**src/rtl/gate_bist_pattern_gen.sv**
```systemverilog
// Pattern counter plus settle counter; flags the sampling edge of each pattern.
module gate_bist_pattern_gen #(
    parameter int unsigned N_IN   = 4,
    parameter int unsigned SETTLE = 1
) (
    input  logic            clk,
    input  logic            rst_n,
    input  logic            clear,
    input  logic            run,
    output logic [N_IN-1:0] pat_out,
    output logic            sample_en,
    output logic            last_pat
);
    localparam int unsigned SW = (SETTLE > 0) ? $clog2(SETTLE + 1) : 1;

    logic [SW-1:0]   settle_q, settle_d;
    logic [N_IN-1:0] pat_q, pat_d;

    // Next pattern / settle count; the all-ones pattern is held once reached.
    always_comb begin
        pat_d     = pat_q;
        settle_d  = settle_q;
        sample_en = run && (settle_q == SW'(SETTLE));
        last_pat  = &pat_q;
        if (clear) begin
            pat_d    = '0;
            settle_d = '0;
        end else if (sample_en) begin
            settle_d = '0;
            if (!last_pat) begin
                pat_d = pat_q + N_IN'(1);
            end
        end else if (run) begin
            settle_d = settle_q + SW'(1);
        end
    end

    // Counter registers with synchronous reset.
    always_ff @(posedge clk) begin
        if (!rst_n) begin
            pat_q    <= '0;
            settle_q <= '0;
        end else begin
            pat_q    <= pat_d;
            settle_q <= settle_d;
        end
    end

    assign pat_out = pat_q;

endmodule

```
**config.mk**
```make
export PLATFORM = sky130hd
export DESIGN_NAME = gate_bist_pattern_gen
export DESIGN_NICKNAME = d
export VERILOG_FILES = /design/src/rtl/gate_bist_pattern_gen.sv
export SDC_FILE = /design/constraint.sdc
export NUM_CORES = 1
export LEC_CHECK = 0
export ABC_AREA = 1
export CORE_AREA = 2 2 39 41
export CTS_BUF_LIST = sky130_fd_sc_hd__clkbuf_4
export DETAILED_ROUTE_END_ITERATION = 16
export DIE_AREA = 0 0 41 43
export GPL_TIMING_DRIVEN = 0
export SYNTH_ARGS = -nofsm -noshare
export SYNTH_HDL_FRONTEND = slang
export SYNTH_SLANG_ARGS = --single-unit
export TNS_END_PERCENT = 50
```
**constraint.sdc**
```tcl
create_clock -name clk -period 3.1 [get_ports clk]
set_clock_uncertainty 0.2 [all_clocks]
set_input_delay 0.775 -clock clk [delete_from_list [all_inputs] [get_ports clk]]
set_output_delay 0.775 -clock clk [all_outputs]
set_load 0.03 [all_outputs]
```
==> summary.md <==
| Metric | Value |
|---|---|
| Synth top area cells | `dfxtp_1 40%, nor2_1 19%, nand2_1 7.5%` |
| Leakage | `0.1769 nW` |
| Clock buffer depth | `2` |
| Count of endpoints failing setup in the final report | `0` |
| Mapped Cells | `38` |
| Final wirelength | `490 microns` |
| Worst path top cell family by delay | `buffers and inverters` |
| Area after DPL | `361.6 sq um` |
| CORE AREA | `1384 sq um` |
| Total Routing Usage GR | `0.07638` |
| Leading cell type in the layout, fill and taps excluded | `nor2_1` |
| Drt drc | `0` |
| CP max FO | `6` |
| Synth-to-layout area growth | `56.72%` |
| CTS tree | `done` |
| Initial DRC Count | `1` |
| Largest net degree at the start of global routing | `7` |
| # IOs | `10` |
| Mapped Area | `251.5 sq um` |
| Comb power frac | `0.077` |
| Synthesis Warnings | `0` |
| Pre-Repair DR Iteration Count | `2` |
| Final GP Congestion | `0.6804` |
| Count of state elements after synthesis | `5` |
| Least-Margin Pin Slew | `0.3145 ns` |
| Width of the die | `41 microns` |
| Critical Path Max Stage Delay | `0.65 ns` |
| Share of post-route cells with drive strength above 1 | `0.1765` |
| Postcts setup bufs | `0` |
| CTS H-tree depth | `1` |
| CP max stage cell | `clkdlybuf4s50_1` |
| Site Rows | `14` |
| Cell taking the most area after synthesis | `dfxtp_1` |
| Buffers and inverters on the worst path | `2` |
| WL/cell | `7.313 microns` |
| Final net count | `57` |
| Crit share post-route | `0.8705` |
| Pwr dens | `414.8 nW/um^2` |
| Dpl hpwl | `392.7 microns` |
| Fin area | `394.1 sq um` |
| RSZ-0062 raised after global routing | `no` |
| Clk network pwr share | `0.517` |
| Antenna violations before repair | `0` |
| CTS clk-pin slew, worst paths | `0.05 ns` |
| CP arrival | `1.72 ns` |
| Setup TNS | `0 ns` |
| Slew margin rel. | `0.7900` |
| Run status | `finished, final reports clean` |
| Post-synth top area share | `0.3980` |
| Most frequent cells in the layout | `13 x nor2_1, 8 x clkdlybuf4s50_1, 5 x nand2_1, 5 x dfxtp_1` |
| Die H | `43 microns` |
| Maximum vdd ir drop | `136.5 uV` |
| R2R setup slack | `1.72 ns` |
| Final Core Density | `0.2848` |
| Antenna viol nets, final | `0` |
| Max cap viols | `0` |
| CP Cell Sequence | `ha_1, nand3_2, inv_1, clkdlybuf4s50_1` |
| Port Buf Inserts | `9` |
| Critical Path RT | `2.12 ns` |
| Switch Pwr | `0.00003419 W` |
| Mapped Avg Cell Area | `6.618 sq um` |
| Clk_lat worst skew | `0.24 ns` |
| Register area share after synthesis | `0.3980` |
| Power Internal | `0.0001293 W` |
| First-pass GRT wire length | `828 microns` |
| Post-Syn Nets | `43` |
| GRT overflow | `0` |
| Worst setup SP type | `flip-flop` |
| Kind of critical path | `reg -> out` |
| Antenna Cells | `0` |
| Final hold viol count | `0` |
| Sink Count | `5` |
| Via-to-Cell Ratio | `4.149` |
| Flop pwr share | `0.406` |
| DIE AREA | `1763 sq um` |
| Vias in the first global route | `210` |
| Via Count | `278` |
| Root buffer cell | `clkbuf_4` |
| Setup crit end kind | `output pin` |
| Minimum clock period | `2.699 ns` |
| Final Max Slew Viols | `0` |
| Sw Share | `0.2091` |
| Yosys cell types | `11` |
| Max Clk Rate | `370.6 MHz` |
| TritonCTS Buffers | `3` |
| Initial cell density of the core | `0.1817` |
| Type of the most critical hold path | `reg -> reg` |
[Yosys cell counts, drive strengths merged]
library cell   n
nand4          1
nand3          2
nor2          13
dfxtp          5
inv            6
nand2          7
ha             1
o21ai          3
[power by group through the flow]
stage	clock network, W	registers, W	logic [W]
after floorplan	0	0.0000682	0.00000557
after global placement	0	0.0000676	0.0000125
after detailed placement	0	0.0000676	0.0000126
after CTS	0.0000890	0.0000664	0.0000128
after global routing	0.0000941	0.0000665	0.0000142
final	0.0000846	0.0000664	0.0000125
[kinds of logic after synthesis]
| kind of cell | share of synthesized area |
|---|---|
| and+or+nand+nor | 0.4030 |
| AOI/OAI and AO/OA | 0.05968 |
| buffers and inverters | 0.08955 |
| DFF | 0.3980 |
| adders and majority gates | 0.04974 |
[sequential cells by signal, summed over array words and instances (netlist names)]
register  count
pat_out       4
settle_q      1
[stage by stage]
step	power, W	instances	worst slack, ns	hold WS [ns]
2_1_floorplan	0.00007381	38	0.9761	0.2736
3_3_place_gp	0.00008002	63	0.04359	0.2907
3_5_place_dp	0.00008022	63	0.02802	0.3062
4_1_cts	0.0001681	67	0.03144	0.3199
5_1_grt	0.0001748	67	0.2851	0.3551
6_report	0.0001635	67	0.4015	0.3229
[per-layer routing]
metal	vias up	track usage	share of wire
li1	148	-	-
met1	122	0.08065	0.44
met2	8	0.09375	0.48
met3	0	0.06283	0.080
met4	0	0.06000	0
met5	-	0	0
[worst register-to-register path, cell delays in order (launching register included)]
cell and delay, ns:
dfxtp_1 0.42, ha_1 0.25, nand3_2 0.11, nand2_2 0.10, inv_2 0.05, nor2_1 0.09, nor2_1 0.05
[what timing repair did]
item	CTS	global route
endpoints found under the setup margin	0	1
resized for setup	0	1
hold buffers	0	0
[path summary, 6_finish.rpt]
kind,cells after the start,from,end
worst max-delay path,4,pat_out[0],last_pat
worst min-delay path,2,settle_q,settle_q
worst max register to register,6,pat_out[0],pat_out[0]
worst min register to register,2,settle_q,settle_q
[layout make-up]
type / count / area [sq um]
clock buffer: 4 / 30.03
inverter: 6 / 22.52
multi-input combinational: 27 / 128.9
tap: 16 / 20.02
sequential: 5 / 100.1
timing repair buffer: 9 / 92.59
fill: 161 / 989.7
Power figures use the tool's default switching activity.
